### src/rtl/axis_reg_array_pkg.sv
// Shared types for the AXI4-Stream register pipeline: register-stage modes,
// the full-mode stage state encoding and the default stream width.
package lynxTypes;

  localparam int unsigned AXI_DATA_BITS = 512;

  typedef enum logic [1:0] {
    REG_MODE_BYPASS = 2'd0,
    REG_MODE_FWD    = 2'd1,
    REG_MODE_FULL   = 2'd2
  } reg_mode_t;

  // Bit 0 is the main-register valid, bit 1 the skid-register valid.
  typedef enum logic [1:0] {
    ST_EMPTY = 2'b00,
    ST_BUSY  = 2'b01,
    ST_FULL  = 2'b11
  } stage_state_t;

endpackage

### src/rtl/axis_reg_array_if.sv
// AXI4-Stream bundle: the master drives tvalid/tdata/tkeep/tlast, the slave
// drives tready.
interface AXI4S
  import lynxTypes::*;
#(
  parameter int unsigned DATA_BITS = AXI_DATA_BITS
) ();

  localparam int unsigned KEEP_BITS = DATA_BITS / 8;

  logic                 tvalid;
  logic                 tready;
  logic [DATA_BITS-1:0] tdata;
  logic [KEEP_BITS-1:0] tkeep;
  logic                 tlast;

  modport m (output tvalid, output tdata, output tkeep, output tlast, input tready);
  modport s (input tvalid, input tdata, input tkeep, input tlast, output tready);

endinterface

### src/rtl/axis_reg_array_stage.sv
// One AXI4-Stream register stage: full skid buffer, forward-only register,
// or plain wires, chosen by REG_MODE.
module axis_reg_stage
  import lynxTypes::*;
#(
  parameter int unsigned DATA_BITS = AXI_DATA_BITS,
  parameter reg_mode_t   REG_MODE  = REG_MODE_FULL
) (
  input  logic aclk,
  input  logic aresetn,
  AXI4S.s      s_axis,
  AXI4S.m      m_axis
);

  localparam int unsigned KEEP_BITS = DATA_BITS / 8;
  localparam int unsigned PL_BITS   = DATA_BITS + KEEP_BITS + 1;

  generate
    if (REG_MODE == REG_MODE_FULL) begin : g_full
      stage_state_t       state_q, state_d;
      logic               rdy_q, rdy_d;
      logic [PL_BITS-1:0] s_pl;
      logic [PL_BITS-1:0] main_q, skid_q;
      logic               in_acc, out_tk;
      logic               main_ld_in, main_ld_skid, skid_ld;

      assign s_pl   = {s_axis.tdata, s_axis.tkeep, s_axis.tlast};
      assign in_acc = s_axis.tvalid & rdy_q;
      assign out_tk = m_axis.tready & state_q[0];

      // Valid/ready state; payload flops below deliberately carry no reset.
      always_ff @(posedge aclk or negedge aresetn) begin
        if (!aresetn) begin
          state_q <= ST_EMPTY;
          rdy_q   <= 1'b0;
        end else begin
          state_q <= state_d;
          rdy_q   <= rdy_d;
        end
      end

      always_comb begin
        state_d      = state_q;
        main_ld_in   = 1'b0;
        main_ld_skid = 1'b0;
        skid_ld      = 1'b0;
        case (state_q)
          ST_EMPTY: begin
            if (in_acc) begin
              state_d    = ST_BUSY;
              main_ld_in = 1'b1;
            end
          end
          ST_BUSY: begin
            if (in_acc && !out_tk) begin
              state_d = ST_FULL;
              skid_ld = 1'b1;
            end else if (out_tk && !in_acc) begin
              state_d = ST_EMPTY;
            end else if (in_acc && out_tk) begin
              main_ld_in = 1'b1;
            end
          end
          ST_FULL: begin
            if (out_tk) begin
              state_d      = ST_BUSY;
              main_ld_skid = 1'b1;
            end
          end
          default: state_d = ST_EMPTY;
        endcase
        rdy_d = (state_d != ST_FULL);
      end

      always_ff @(posedge aclk) begin
        if (main_ld_in) begin
          main_q <= s_pl;
        end else if (main_ld_skid) begin
          main_q <= skid_q;
        end
        if (skid_ld) begin
          skid_q <= s_pl;
        end
      end

      assign s_axis.tready = rdy_q;
      assign m_axis.tvalid = state_q[0];
      assign {m_axis.tdata, m_axis.tkeep, m_axis.tlast} = main_q;

    end else if (REG_MODE == REG_MODE_FWD) begin : g_fwd
      logic               main_v_q;
      logic               rdy_c;
      logic [PL_BITS-1:0] s_pl;
      logic [PL_BITS-1:0] main_q;

      assign s_pl  = {s_axis.tdata, s_axis.tkeep, s_axis.tlast};
      // An empty register can always take a beat; a full one only as it drains.
      assign rdy_c = ~main_v_q | m_axis.tready;

      always_ff @(posedge aclk or negedge aresetn) begin
        if (!aresetn) begin
          main_v_q <= 1'b0;
        end else if (rdy_c) begin
          main_v_q <= s_axis.tvalid;
        end
      end

      always_ff @(posedge aclk) begin
        if (rdy_c) begin
          main_q <= s_pl;
        end
      end

      assign s_axis.tready = rdy_c;
      assign m_axis.tvalid = main_v_q;
      assign {m_axis.tdata, m_axis.tkeep, m_axis.tlast} = main_q;

    end else begin : g_wire
      assign m_axis.tvalid = s_axis.tvalid;
      assign m_axis.tdata  = s_axis.tdata;
      assign m_axis.tkeep  = s_axis.tkeep;
      assign m_axis.tlast  = s_axis.tlast;
      assign s_axis.tready = m_axis.tready;
    end
  endgenerate

endmodule

### src/rtl/axis_reg_array.sv
// AXI4-Stream register pipeline: STAGES chained register stages for timing
// closure on wide datapaths, or a straight wire in bypass mode.
module axis_reg_array
  import lynxTypes::*;
#(
  parameter int unsigned DATA_BITS = AXI_DATA_BITS,
  parameter int unsigned STAGES    = 1,
  parameter reg_mode_t   REG_MODE  = REG_MODE_FULL
) (
  input  logic aclk,
  input  logic aresetn,
  AXI4S.s      s_axis,
  AXI4S.m      m_axis
);

  generate
    if (DATA_BITS % 8 != 0) begin : g_chk_width
      $error("axis_reg_array: DATA_BITS (%0d) must be a multiple of 8", DATA_BITS);
    end
    if (STAGES == 0 || STAGES > 8) begin : g_chk_stages
      $error("axis_reg_array: STAGES (%0d) must be within 1..8", STAGES);
    end

    if (REG_MODE == REG_MODE_BYPASS) begin : g_bypass
      assign m_axis.tvalid = s_axis.tvalid;
      assign m_axis.tdata  = s_axis.tdata;
      assign m_axis.tkeep  = s_axis.tkeep;
      assign m_axis.tlast  = s_axis.tlast;
      assign s_axis.tready = m_axis.tready;
    end else begin : g_pipe
      // link[i] feeds stage i; link[STAGES] is the pipeline output.
      AXI4S #(.DATA_BITS(DATA_BITS)) link [0:STAGES] ();

      assign link[0].tvalid = s_axis.tvalid;
      assign link[0].tdata  = s_axis.tdata;
      assign link[0].tkeep  = s_axis.tkeep;
      assign link[0].tlast  = s_axis.tlast;
      assign s_axis.tready  = link[0].tready;

      for (genvar i = 0; i < int'(STAGES); i++) begin : g_stage
        axis_reg_stage #(
          .DATA_BITS (DATA_BITS),
          .REG_MODE  (REG_MODE)
        ) u_stage (
          .aclk    (aclk),
          .aresetn (aresetn),
          .s_axis  (link[i]),
          .m_axis  (link[i+1])
        );
      end

      assign m_axis.tvalid        = link[STAGES].tvalid;
      assign m_axis.tdata         = link[STAGES].tdata;
      assign m_axis.tkeep         = link[STAGES].tkeep;
      assign m_axis.tlast         = link[STAGES].tlast;
      assign link[STAGES].tready  = m_axis.tready;
    end
  endgenerate

endmodule

### src/flat_wrapper.sv
// flat-port wrapper written by rule: the top's interface ports become plain ports
module axis_reg_array_flat import lynxTypes::*;
#(
  parameter int unsigned DATA_BITS = AXI_DATA_BITS,
  parameter int unsigned STAGES    = 1,
  parameter reg_mode_t   REG_MODE  = REG_MODE_FULL
)
  (aclk, aresetn, s_axis_tvalid, s_axis_tdata, s_axis_tkeep, s_axis_tlast, s_axis_tready, m_axis_tvalid, m_axis_tdata, m_axis_tkeep, m_axis_tlast, m_axis_tready);
  AXI4S #(.DATA_BITS(DATA_BITS)) s_axis_i ();
  AXI4S #(.DATA_BITS(DATA_BITS)) m_axis_i ();
  input  logic aclk;
  input  logic aresetn;
  input wire logic [$bits(s_axis_i.tvalid)-1:0] s_axis_tvalid;
  input wire logic [$bits(s_axis_i.tdata)-1:0] s_axis_tdata;
  input wire logic [$bits(s_axis_i.tkeep)-1:0] s_axis_tkeep;
  input wire logic [$bits(s_axis_i.tlast)-1:0] s_axis_tlast;
  output wire logic [$bits(s_axis_i.tready)-1:0] s_axis_tready;
  output wire logic [$bits(m_axis_i.tvalid)-1:0] m_axis_tvalid;
  output wire logic [$bits(m_axis_i.tdata)-1:0] m_axis_tdata;
  output wire logic [$bits(m_axis_i.tkeep)-1:0] m_axis_tkeep;
  output wire logic [$bits(m_axis_i.tlast)-1:0] m_axis_tlast;
  input wire logic [$bits(m_axis_i.tready)-1:0] m_axis_tready;
  assign s_axis_i.tvalid = s_axis_tvalid;
  assign s_axis_i.tdata = s_axis_tdata;
  assign s_axis_i.tkeep = s_axis_tkeep;
  assign s_axis_i.tlast = s_axis_tlast;
  assign s_axis_tready = s_axis_i.tready;
  assign m_axis_tvalid = m_axis_i.tvalid;
  assign m_axis_tdata = m_axis_i.tdata;
  assign m_axis_tkeep = m_axis_i.tkeep;
  assign m_axis_tlast = m_axis_i.tlast;
  assign m_axis_i.tready = m_axis_tready;
  axis_reg_array #(.DATA_BITS(DATA_BITS), .STAGES(STAGES), .REG_MODE(REG_MODE)) u_core (.aclk(aclk), .aresetn(aresetn), .s_axis(s_axis_i), .m_axis(m_axis_i));
endmodule
### config.mk
export PLATFORM = sky130hd
export DESIGN_NAME = axis_reg_array_flat
export DESIGN_NICKNAME = d
export VERILOG_FILES = /design/src/rtl/axis_reg_array_pkg.sv /design/src/rtl/axis_reg_array_if.sv /design/src/rtl/axis_reg_array_stage.sv /design/src/rtl/axis_reg_array.sv /design/src/flat_wrapper.sv
export SDC_FILE = /design/constraint.sdc
export NUM_CORES = 1
export LEC_CHECK = 0
export CAP_MARGIN = 40
export CORE_AREA = 5 5 455 457
export DETAILED_ROUTE_END_ITERATION = 6
export DIE_AREA = 0 0 460 462
export PLACE_DENSITY = 0.39
export SYNTH_ARGS = -nofsm -noshare
export SYNTH_HDL_FRONTEND = slang
export SYNTH_SLANG_ARGS = --single-unit
### constraint.sdc
create_clock -name aclk -period 75.9 [get_ports aclk]
set_input_delay 15.18 -clock aclk [delete_from_list [all_inputs] [get_ports aclk]]
set_output_delay 15.18 -clock aclk [all_outputs]
set_load 0.03 [all_outputs]
# [Word-level counts from Yosys, hierarchy flattened]
# Index checks and enable logic that the tools add are counted.
# W data, S select, Z words.
[totals] mem_bits_rw=0 word_cells=32 latchBits=0 register_bits=1157 inputBits=581 output_inout_bits=579 mem_bits_ro=0 n_memories=0
[classes] mul=0 eq_ne=3 n_addsub=0 n_reduce_logical=7 mux=16 n_shift=0 bitwise_logic=2 div=0 order_cmp=0
[ops] cell="$mux W577" count=2
[ops] cell="$mux W1" count=8
[ops] cell="$mux W2" count=4
[ops] cell="$pmux W2 S3" count=1
[ops] cell="$logic_and A1 B1 Y1" count=3
[ops] cell="$and A1 B1 Y1" count=2
[ops] cell="$eq A2 B1 Y1 const B" count=1
[ops] cell="$eq A2 B2 Y1 const B" count=1
[ops] cell="$logic_not A1 Y1" count=2
[ops] cell="$logic_not A2 Y1" count=1
[ops] cell="$ne A2 B2 Y1 const B" count=1
[ops] cell="$pmux W1 S2" count=1
[ops] cell="$reduce_bool A2 Y1" count=1

# [Depth between registers and ports, before layout]
# Gate-level depths: netlist (run 1).
[depth] depth_word=7 depth_mapped=5 mapped_depth_nobuf=3

# [Worst setup path before layout (run 1)]
# OpenSTA, ideal clock, no wires.
[synth_path] path_type="input port to flip-flop" from="in m_axis_tready" to="reg u_core.g_pipe.g_stage[0].u_stage.g_full.main_q[0], enable pin" t_required_ns=73.674 stages=2 n_path_buf=0 setup_slack_ns=19.170 t_arrival_ns=54.505 setup_time_ns=2.226 cell_sequence="and2b_1 nor3_1"
[synth_between] elab_chain_len=7 elab_cells_between_ends=12 cone_classes="6 x mux; 1 x bitwise; 5 x reduce/logical"
[synth_lines] element="start: declaration" line_no="flat_wrapper.sv:22" source="input wire logic [$bits(m_axis_i.tready)-1:0] m_axis_tready;"
[synth_lines] element="$and A1 B1 Y1 *" line_no="axis_reg_array_stage.sv:29" source="assign out_tk = m_axis.tready & state_q[0];"
[synth_lines] element="$logic_and A1 B1 Y1" line_no="axis_reg_array_stage.sv:60" source="end else if (in_acc && out_tk) begin"
[synth_lines] element="$mux W1" line_no="axis_reg_array_stage.sv:60"
[synth_lines] element="$mux W1" line_no="axis_reg_array_stage.sv:58" source="end else if (out_tk && !in_acc) begin"
[synth_lines] element="$mux W1" line_no="axis_reg_array_stage.sv:55" source="if (in_acc && !out_tk) begin"
[synth_lines] element="$pmux W1 S2" line_no="axis_reg_array_stage.sv:47" source="case (state_q)"
[synth_lines] element="$reduce_bool A2 Y1 (no line) *"
[synth_lines] element="end signal: assignment" line_no="axis_reg_array_stage.sv:77" source="main_q <= s_pl;"
[synth_lines] element="end signal: assignment" line_no="axis_reg_array_stage.sv:79" source="main_q <= skid_q;"
[synth_lines] element="end: declaration" line_no="axis_reg_array_stage.sv:23" source="logic [PL_BITS-1:0] main_q, skid_q;"
# Mark *: on every way between the ends. The rest lies on a longest branch, timed or not.
# A chain may end at the register's enable or synchronous reset.

# [Worst setup path in the final report (run 1)]
[layout_path] from="in m_axis_tready" to="reg u_core.g_pipe.g_stage[0].u_stage.g_full.main_q[564], data pin"
[layout_between] elab_chain_len=7 elab_cells_between_ends=10 cone_classes="5 x mux; 1 x bitwise; 4 x reduce/logical"
[layout_lines] element="$and A1 B1 Y1 *" line_no="axis_reg_array_stage.sv:29"
[layout_lines] element="$logic_and A1 B1 Y1" line_no="axis_reg_array_stage.sv:60"
[layout_lines] element="$mux W1" line_no="axis_reg_array_stage.sv:60"
[layout_lines] element="$mux W1" line_no="axis_reg_array_stage.sv:58"
[layout_lines] element="$mux W1 *" line_no="axis_reg_array_stage.sv:55"
[layout_lines] element="$pmux W1 S2 *" line_no="axis_reg_array_stage.sv:47"
[layout_lines] element="$mux W577 *" line_no="axis_reg_array_stage.sv:76" source="if (main_ld_in) begin"
# Marks and branches as above.

==> results.py, run 1 <==
metrics = {
    "status": {
        "status": "finished clean",
    },
    "worst_setup_path": {
        "endpoint_kind": "flip-flop",
        "slowest_stage": "buf_4",
        "slowest_delay_ns": 0.69,
        "crit_buf_inv": 6,
        "crit_type": "input port to flip-flop",
        "arrival_ns": 19.92,
        "reg2reg_slack_ns": 71.00,
        "path_max_fanout": 50,
        "worstSetupStartpointType": "input port",
        "path_cells": "clkdlybuf4s50_1, and2b_1, nor2_8, buf_4, buf_4, buf_4, buf_4, buf_16, mux2_2",
        "worstPathRequired_ns": 76.43,
        "cpMostUsedCell": "buf_4",
        "critPathTopFamily": "buffers and inverters",
    },
    "global_route": {
        "antenna_found_initial": 75,
        "overflow": 0,
        "grt_pass1_wl_mm": 199,
        "grt_max_degree": 165,
        "track_usage": 0.135,
        "grt_pass1_vias": 23300,
    },
    "floorplan": {
        "ios": 1160,
        "die_w_um": 460,
        "die_area_um2": 213000,
        "initial_utilization": 0.207,
        "die_height_um": 462,
        "row_count": 166,
        "core_um2": 203000,
    },
    "synthesis": {
        "synth-seq-cells": 1157,
        "synth_warnings": 0,
        "post_synth.cell_area_avg_um2": 23.2,
        "synth_cell_type_count": 18,
        "netlist_instances": 1810,
        "ys_seq_area_frac": 0.826,
        "synth_nets": 2391,
        "synth_area_um2": 42000,
    },
    "clock_network": {
        "htreeDepth": 4,
        "cts_hold_buffers": 0,
        "clk_latency_ns": 0.78,
        "cts_buffers": 140,
        "post_cts_resized": 0,
        "clk_pin_slew_ns": 0.06,
        "cts_tree": "done",
        "clk_path_buf_depth": 3,
        "cts_sinks": 1157,
        "postCtsSetupBuffers": 0,
        "cts-root-buf": "clkbuf_16",
    },
    "routing": {
        "wl_met3_mm": 19.7,
        "wl_met1_mm": 56.2,
        "route.met2.wl_mm": 70.1,
        "wire_per_inst_um": 25.5,
        "via_per_inst": 3.81,
        "top_layer": "met5",
        "vias": 22500,
        "drc": 0,
        "drt_iter0_drc": 1319,
        "drt_pass1_iterations": 5,
        "drt_wl_total_mm": 150,
        "detail-route-antenna-nets": 0,
    },
    "job": {
        "drv_cap": 0,
    },
    "final_layout": {
        "nNetsFinal": 3659,
        "multi_input_area_um2": 6600,
        "fillers": 20100,
        "layout.cells.non_filler": 5900,
        "ff_latch_area_um2": 34700,
        "layout-drive-gt1-share": 0.233,
        "syn_to_final_growth_pct": 45.6,
    },
    "power": {
        "p_per_area_nw_per_um2": 28.9,
        "total_power_mw": 1.77,
        "irDropWorstVdd_mv": 0.0204,
        "leakagePower_nw": 19.9,
    },
    "worst_hold_path": {
        "hp-class": "flip-flop to flip-flop",
    },
    "sta": {
        "finalCriticalPeriod_ns": 19.39,
        "timing.fmax_mhz": 51.6,
        "whs_ns": 0.516,
        "drv_slew": 0,
        "finalClockSkew_ns": 0.0342,
        "period_share": 0.255,
        "hold_viol_final": 0,
        "worst_pin_slew_ns": 1.24,
        "setup_viol": 0,
        "rsz0062_at_grt": "no",
        "setup_tns_ns": 0,
        "maxSlewHeadroom": 0.175,
    },
    "placement": {
        "gp_routability_congestion": 0.782,
        "hpwl_mm": 110,
        "port_buffers": 1159,
        "dp_cells": 5624,
    },
}
final cells by class:
| cell class | instances | area share |
|---|---|---|
| tap | 2688 | 0.0550 |
| clock inverter | 77 | 0.0112 |
| multi-input combinational | 588 | 0.108 |
| sequential | 1157 | 0.568 |
| clock buffer | 176 | 0.0609 |
| inverter | 2 | 0.000123 |
| timing repair buffer | 1189 | 0.196 |
| antenna | 23 | 0.000941 |
metal layers:
metal / GRT usage / vias up
met3: 0.0827 / 263
met4: 0.0426 / 58
met2: 0.216 / 1008
li1: - / 9864
met1: 0.148 / 11300
met5: 0 / -
power breakdown:
| part | leakage (nW) | switching, mW | total (mW) | internal, mW |
|---|---|---|---|---|
| clock network | 2.13 | 0.276 | 0.652 | 0.376 |
| logic | 6.97 | 0.187 | 0.316 | 0.129 |
| registers | 10.8 | 0.0194 | 0.802 | 0.783 |
| total | 19.9 | 0.482 | 1.77 | 1.29 |
cell families (layout without fill, tap and decap cells):
group | Yosys count | count (layout) | share of synthesized area
AOI/OAI and AO/OA | 2 | 2 | 0.000238
other | 0 | 23 | 0
muxes | 577 | 577 | 0.155
DFF | 1157 | 1157 | 0.826
buffers and inverters | 65 | 1444 | 0.0168
and+or+nand+nor | 9 | 9 | 0.00182
through the flow:
step / setup WS [ns] / utilization / area [um^2]
floorplan: 19.17 / - / 42000
global placement: 55.24 / 0.278 / 56500
detailed placement: 55.56 / 0.279 / 56700
CTS: 56.45 / 0.301 / 61100
global route: 56.28 / 0.301 / 61100
finish: 56.51 / 0.301 / 61200
cell usage after synthesis, drive strengths merged:
| master | instances | share of area |
|---|---|---|
| a21oi | 1 | 0.00012 |
| and2b | 1 | 0.00018 |
| nand2 | 2 | 0.00018 |
| nor2 | 2 | 0.00057 |
| nand2b | 1 | 0.00015 |
| dfrtp | 3 | 0.0018 |
| inv | 2 | 0.00018 |
| nand3b | 1 | 0.00048 |
| nor3 | 1 | 0.00012 |
| buf | 63 | 0.017 |
| mux2 | 577 | 0.15 |
| o21ai | 1 | 0.00012 |
| nor2b | 1 | 0.00015 |
| edfxtp | 1154 | 0.82 |
worst paths after layout:
| kind | start | to | cells after the start |
|---|---|---|---|
| max in group asynchronous | aresetn | u_core.g_pipe.g_stage[0].u_stage.s_axis.tready$_DFF_PN0_ | 1 |
| hold reg to reg | u_core.g_pipe.g_stage[0].u_stage.g_full.skid_q[93]$_DFFE_PP_ | u_core.g_pipe.g_stage[0].u_stage.g_full.main_q[93]$_DFFE_PP_ | 1 |
| min in group asynchronous | aresetn | u_core.g_pipe.g_stage[0].u_stage.g_full.state_q[0]$_DFF_PN0_ | 1 |
| setup reg to reg | u_core.g_pipe.g_stage[0].u_stage.g_full.state_q[0]$_DFF_PN0_ | flip-flop | 8 |
| setup / recovery | m_axis_tready | flip-flop | 9 |
| hold / removal | u_core.g_pipe.g_stage[0].u_stage.g_full.skid_q[93]$_DFFE_PP_ | u_core.g_pipe.g_stage[0].u_stage.g_full.main_q[93]$_DFFE_PP_ | 1 |
sequential cells by signal, indices dropped and copies added, names as in the netlist:
signal	cells
u_core.g_pipe.g_stage.u_stage.g_full.state_q	2
u_core.g_pipe.g_stage.u_stage.g_full.skid_q	577
u_core.g_pipe.g_stage.u_stage.g_full.main_q	577
u_core.g_pipe.g_stage.u_stage.s_axis.tready	1
layout by cell type, fill, tap and decap left out, types with 2 or more instances in the layout:
cell	n
clkinvlp_4	4
bufinv_16	8
buf_12	7
clkbuf_16	144
clkbuf_1	32
nand2_1	2
mux2_2	527
inv_1	2
diode_2	23
clkinv_2	15
clkinv_8	5
clkdlybuf4s50_1	1159
buf_16	5
buf_4	18
clkinv_1	38
clkinv_16	2
dfrtp_1	3
inv_6	4
mux2_1	50
edfxtp_1	1154
(Power assumes the default switching activity.)
==> inputs of run 2 (changes only) <==
PLACE_DENSITY = 0.41   (was 0.39)
clock period = 16.49 ns   (was 75.9 ns; I/O delays follow)
==> run 2 against run 1 <==
Effect of this change:
- sequential cell count did not move
- critical path depth fell by 2
- count of clock-buffer cells in the layout fell by 5
- power rose to 4.6 times the previous value
- highest routed layer unchanged
- largest cell class unchanged
- worst setup slack got worse by 46 ns
- first-iteration DRC count fell by 5.8%
- combinational power rose to 4.6 times the previous value
- final area fell by 0.10%
- non-clock buffer count fell by 5
==> results.py, run 2 (synthesis gave the netlist of run 1 again) <==
metrics = {
    "clock_network": {
        "post_cts_resized": 0,
        "cts_buffers": 144,
        "clk_latency_ns": 0.75,
        "htreeDepth": 4,
        "cts-root-buf": "clkbuf_16",
        "postCtsSetupBuffers": 0,
        "clk_pin_slew_ns": 0.06,
        "cts_hold_buffers": 0,
        "cts_tree": "done",
        "cts_sinks": 1157,
        "clk_path_buf_depth": 3,
    },
    "worst_setup_path": {
        "arrival_ns": 6.66,
        "path_max_fanout": 148,
        "slowest_delay_ns": 0.60,
        "endpoint_kind": "flip-flop",
        "cpMostUsedCell": "buf_12",
        "crit_type": "input port to flip-flop",
        "worstPathRequired_ns": 16.98,
        "worstSetupStartpointType": "input port",
        "slowest_stage": "buf_12",
        "path_cells": "clkdlybuf4s50_1, and2b_2, nor2_8, buf_12, buf_12, buf_12, mux2_2",
    },
    "routing": {
        "detail-route-antenna-nets": 0,
        "vias": 22300,
        "via_per_inst": 3.79,
        "drt_wl_total_mm": 148,
        "drt_iter0_drc": 1242,
        "drc": 0,
        "wire_per_inst_um": 25.1,
        "drt_pass1_iterations": 4,
    },
    "power": {
        "leakagePower_nw": 19.9,
        "irDropWorstVdd_mv": 0.0868,
        "p_per_area_nw_per_um2": 133,
    },
    "sta": {
        "rsz0062_at_grt": "no",
        "period_share": 0.374,
        "hold_viol_final": 0,
        "finalClockSkew_ns": 0.0280,
        "worst_pin_slew_ns": 1.23,
        "setup_viol": 0,
        "maxSlewHeadroom": 0.180,
        "setup_tns_ns": 0,
        "finalCriticalPeriod_ns": 6.17,
        "timing.fmax_mhz": 162,
        "drv_slew": 0,
    },
    "placement": {
        "hpwl_mm": 106,
        "port_buffers": 1159,
        "gp_routability_congestion": 0.767,
        "dp_cells": 5619,
    },
    "floorplan": {
        "die_height_um": 462,
        "die_w_um": 460,
        "ios": 1160,
        "core_um2": 203000,
        "initial_utilization": 0.207,
        "row_count": 166,
        "die_area_um2": 213000,
    },
    "global_route": {
        "grt_pass1_vias": 23400,
        "grt_pass1_wl_mm": 198,
        "track_usage": 0.132,
        "antenna_found_initial": 58,
        "grt_max_degree": 149,
        "overflow": 0,
    },
    "final_layout": {
        "layout-drive-gt1-share": 0.235,
        "ff_latch_area_um2": 34700,
        "syn_to_final_growth_pct": 45.4,
        "final_common_cell": "clkdlybuf4s50_1",
        "fillers": 20000,
        "layout.cells.non_filler": 5889,
        "nNetsFinal": 3658,
        "multi_input_area_um2": 6600,
        "final_cell_mix": "clkdlybuf4s50_1, edfxtp_1, mux2_2",
        "top_regs": "u_core.g_pipe.g_stage.u_stage.g_full.main_q: 577 flops, u_core.g_pipe.g_stage.u_stage.g_full.skid_q: 577 flops, u_core.g_pipe.g_stage.u_stage.g_full.state_q: 2 flops",
    },
    "status": {
        "status": "finished clean",
    },
    "job": {
        "drv_cap": 0,
    },
    "worst_hold_path": {
        "hp-class": "flip-flop to flip-flop",
    },
}
run 2: cell count changes in the layout (fill, tap and decap cells not counted), moves of 2 or more:
| cell | before | now |
|---|---|---|
| buf_12 | 7 | 11 |
| buf_4 | 18 | 10 |
| bufinv_16 | 8 | 4 |
| clkbuf_1 | 32 | 25 |
| clkbuf_16 | 144 | 146 |
| clkinv_1 | 38 | 36 |
| clkinv_2 | 15 | 21 |
| clkinv_8 | 5 | 2 |
| clkinvlp_4 | 4 | 7 |
| diode_2 | 23 | 19 |
run 2: path summary, 6_finish.rpt:
kind / cells after the start / startpoint / slack, ns / end
setup / recovery: 7 / m_axis_tready / 10.32 / flip-flop
hold / removal: 1 / u_core.g_pipe.g_stage[0].u_stage.g_full.skid_q[52]$_DFFE_PP_ / 0.51 / u_core.g_pipe.g_stage[0].u_stage.g_full.main_q[52]$_DFFE_PP_
setup reg to reg: 6 / u_core.g_pipe.g_stage[0].u_stage.g_full.state_q[0]$_DFF_PN0_ / 13.00 / flip-flop
hold reg to reg: 1 / u_core.g_pipe.g_stage[0].u_stage.g_full.skid_q[52]$_DFFE_PP_ / 0.51 / u_core.g_pipe.g_stage[0].u_stage.g_full.main_q[52]$_DFFE_PP_
max in group asynchronous: 1 / aresetn / 13.59 / u_core.g_pipe.g_stage[0].u_stage.g_full.state_q[1]$_DFF_PN0_
min in group asynchronous: 1 / aresetn / 2.75 / u_core.g_pipe.g_stage[0].u_stage.g_full.state_q[0]$_DFF_PN0_
run 2: metal layers:
metal,vias to the layer above,track usage,part of all wire
li1,9852,-,-
met1,11300,0.151,0.39
met2,953,0.214,0.46
met3,238,0.0762,0.12
met4,50,0.0319,0.021
met5,-,0,0.0021
run 2: power by group:
part | leakage [nW] | switching [mW] | internal (mW)
combinational | 6.95 | 0.863 | 0.598
sequential | 10.8 | 0.0853 | 3.60
clock | 2.11 | 1.27 | 1.69
run 2: metrics by stage:
step,setup slack (ns),utilization,power [mW],hold WS (ns),area [um^2]
floorplan,-1.19,-,4.59,0.501,42000
global placement,9.14,0.278,5.25,0.506,56600
detailed placement,9.13,0.279,5.25,0.510,56700
CTS,9.98,0.301,8.30,0.504,61100
global route,10.0,0.301,8.46,0.524,61100
finish,10.32,0.301,8.11,0.512,61100
run 2: final cells by class:
cell class,instances,area share
well taps,2688,0.0550
repair buffers,1184,0.196
flip-flops and latches,1157,0.568
clock buffers,171,0.0613
diodes,19,0.000778
inverters,2,0.000123
clock inverters,80,0.00995
multi-input cells,588,0.108
run 2: critical path, delay by kind of cell:
family                 cells  cell delay, ns
buffers and inverters      4            2.23
and+or+nand+nor            2            0.41
muxes                      1            0.41
==> inputs of run 3 (changes only) <==
clock period = 5.1 ns   (was 16.49 ns; I/O delays follow)
==> run 3 against run 2 <==
Effect of this change:
- final area rose by 0.54%
- global-route usage rose by 0.17 points
- sequential power rose to 3.2 times the previous value
- combinational power rose to 3.3 times the previous value
- sequential share of layout area fell by 0.31 points
- non-clock buffer count rose by 36
- largest cell class unchanged
==> results.py, run 3 (synthesis gave the netlist of run 1 again) <==
metrics = {
    "global_route": {
        "grt_pass1_wl_mm": 200,
        "overflow": 0,
        "antenna_found_initial": 64,
        "track_usage": 0.134,
        "grt_pass1_vias": 23700,
        "grt_max_degree": 99,
    },
    "sta": {
        "rsz0062_at_grt": "no",
        "finalCriticalPeriod_ns": 3.23,
        "setup_viol": 0,
        "setup_tns_ns": 0,
        "maxSlewHeadroom": 0.528,
        "worst_pin_slew_ns": 0.705,
        "timing.fmax_mhz": 310,
        "period_share": 0.633,
        "finalClockSkew_ns": 0.0222,
        "drv_slew": 0,
        "hold_viol_final": 0,
    },
    "power": {
        "irDropWorstVdd_mv": 0.284,
        "leakagePower_nw": 20.1,
        "p_per_area_nw_per_um2": 428,
        "power.share.sequential": 0.454,
        "intPower_mw": 19.1,
        "power_frac_comb": 0.181,
        "sw_frac_of_total": 0.272,
        "p_clk_frac": 0.364,
        "switchingPower_mw": 7.15,
    },
    "worst_setup_path": {
        "worstPathRequired_ns": 4.08,
        "path_max_fanout": 3,
        "path_cells": "clkdlybuf4s50_1",
        "crit_type": "flip-flop to primary output",
        "slowest_delay_ns": 0.81,
        "critPathTopFamily": "buffers and inverters",
        "slowest_stage": "clkdlybuf4s50_1",
        "worstSetupStartpointType": "flip-flop",
        "arrival_ns": 2.21,
        "endpoint_kind": "primary output",
        "crit_buf_inv": 1,
    },
    "job": {
        "drv_cap": 0,
    },
    "final_layout": {
        "final_cell_area_um2": 61400,
        "nNetsFinal": 3690,
        "top_regs": "u_core.g_pipe.g_stage.u_stage.g_full.main_q: 577 flops, u_core.g_pipe.g_stage.u_stage.g_full.skid_q: 577 flops, u_core.g_pipe.g_stage.u_stage.g_full.state_q: 2 flops",
        "final_cell_mix": "clkdlybuf4s50_1, edfxtp_1, mux2_2",
        "layout-drive-gt1-share": 0.240,
        "syn_to_final_growth_pct": 46.2,
        "layout.cells.non_filler": 5921,
        "final_common_cell": "clkdlybuf4s50_1",
    },
    "worst_hold_path": {
        "hp-class": "input port to async pin",
    },
    "clock_network": {
        "cts_tree": "done",
        "cts-root-buf": "clkbuf_16",
        "clk_latency_ns": 0.78,
        "clk_path_buf_depth": 3,
        "cts_hold_buffers": 0,
        "cts_buffers": 140,
        "postCtsSetupBuffers": 0,
        "cts_sinks": 1157,
        "post_cts_resized": 0,
        "htreeDepth": 4,
        "clk_pin_slew_ns": 0.05,
    },
    "floorplan": {
        "core_um2": 203000,
        "initial_utilization": 0.207,
        "die_w_um": 460,
        "die_area_um2": 213000,
        "ios": 1160,
        "row_count": 166,
        "die_height_um": 462,
    },
    "routing": {
        "vias": 22600,
        "drt_wl_total_mm": 149,
        "drc": 0,
        "wire_per_inst_um": 25.2,
        "via_per_inst": 3.82,
        "drt_pass1_iterations": 5,
        "detail-route-antenna-nets": 0,
        "drt_iter0_drc": 1103,
    },
    "placement": {
        "placed_cell_area_um2": 57000,
        "hpwl_mm": 111,
        "gp_routability_congestion": 0.774,
        "dp_cells": 5655,
        "port_buffers": 1159,
    },
    "status": {
        "status": "finished clean",
    },
}
==> run 3: changes by cell type in the layout (fill, tap and decap cells not counted), sizes merged, moves of 2 or more <==
cell / before / now
buf: 25 / 61
clkbuf: 171 / 183
clkinv: 63 / 53
clkinvlp: 7 / 3
diode: 19 / 16
bufinv: 4 / 6
==> run 3: final timing paths <==
path                       slack [ns]                                                      endpoint                                                    startpoint  depth (start not counted)
max                              1.87                                                 s_axis_tready      u_core.g_pipe.g_stage[0].u_stage.s_axis.tready$_DFF_PN0_                          1
min                              0.45  u_core.g_pipe.g_stage[0].u_stage.g_full.state_q[0]$_DFF_PN0_                                                       aresetn                          1
max reg2reg                      2.50                                                     flip-flop      u_core.g_pipe.g_stage[0].u_stage.s_axis.tready$_DFF_PN0_                          5
min reg2reg                      0.51  u_core.g_pipe.g_stage[0].u_stage.g_full.main_q[99]$_DFFE_PP_  u_core.g_pipe.g_stage[0].u_stage.g_full.skid_q[99]$_DFFE_PP_                          1
max in group asynchronous        4.50  u_core.g_pipe.g_stage[0].u_stage.g_full.state_q[1]$_DFF_PN0_                                                       aresetn                          1
min in group aclk                0.51  u_core.g_pipe.g_stage[0].u_stage.g_full.main_q[99]$_DFFE_PP_  u_core.g_pipe.g_stage[0].u_stage.g_full.skid_q[99]$_DFFE_PP_                          1
==> run 3: stage by stage <==
stage                     total power [mW]   util  worst slack, ns  hold WS, ns
final                                 26.3  0.302             1.87        0.448
after global routing                  27.4  0.302             1.71        0.369
after CTS                             26.9  0.302             1.68        0.323
after detailed placement              17.0  0.281             1.42        0.511
after global placement                17.1  0.281             1.41        0.505
after floorplan                       14.8      -           -10.30        0.501
==> run 3: power by group through the flow <==
stage / Sequential, mW / Combinational, mW / Clock (mW)
after floorplan: 13.6 / 1.21 / 0
after global placement: 12.2 / 4.90 / 0
after detailed placement: 12.2 / 4.89 / 0
after CTS: 12.0 / 4.91 / 10.0
after global routing: 12.0 / 5.02 / 10.4
final: 11.9 / 4.77 / 9.58
==> run 3: per-layer routing <==
layer  wire, um  GRT usage  part of all wire  vias up
li1           -          -                 -     9909
met1      58800      0.154              0.39    11500
met2      70000      0.218              0.47      924
met3      17400     0.0733              0.12      261
met4       2900     0.0341             0.019       58
met5        367          0            0.0025        -
==> run 3: final cells by class <==
cell class	instances	area, um^2
well taps	2688	3360
fillers	20000	142000
multi-input cells	588	6600
repair buffers	1220	12300
clock inverters	67	584
clock buffers	183	3770
flip-flops and latches	1157	34700
diodes	16	40.0
inverters	2	7.51
==> run 3: worst register-to-register path: cells and delay by family, from the launching register on <==
| kind | cells | cell delay [ns] |
|---|---|---|
| buf+inv | 2 | 0.79 |
| flops | 1 | 0.63 |
| mux | 1 | 0.38 |
| simple gates | 2 | 0.55 |
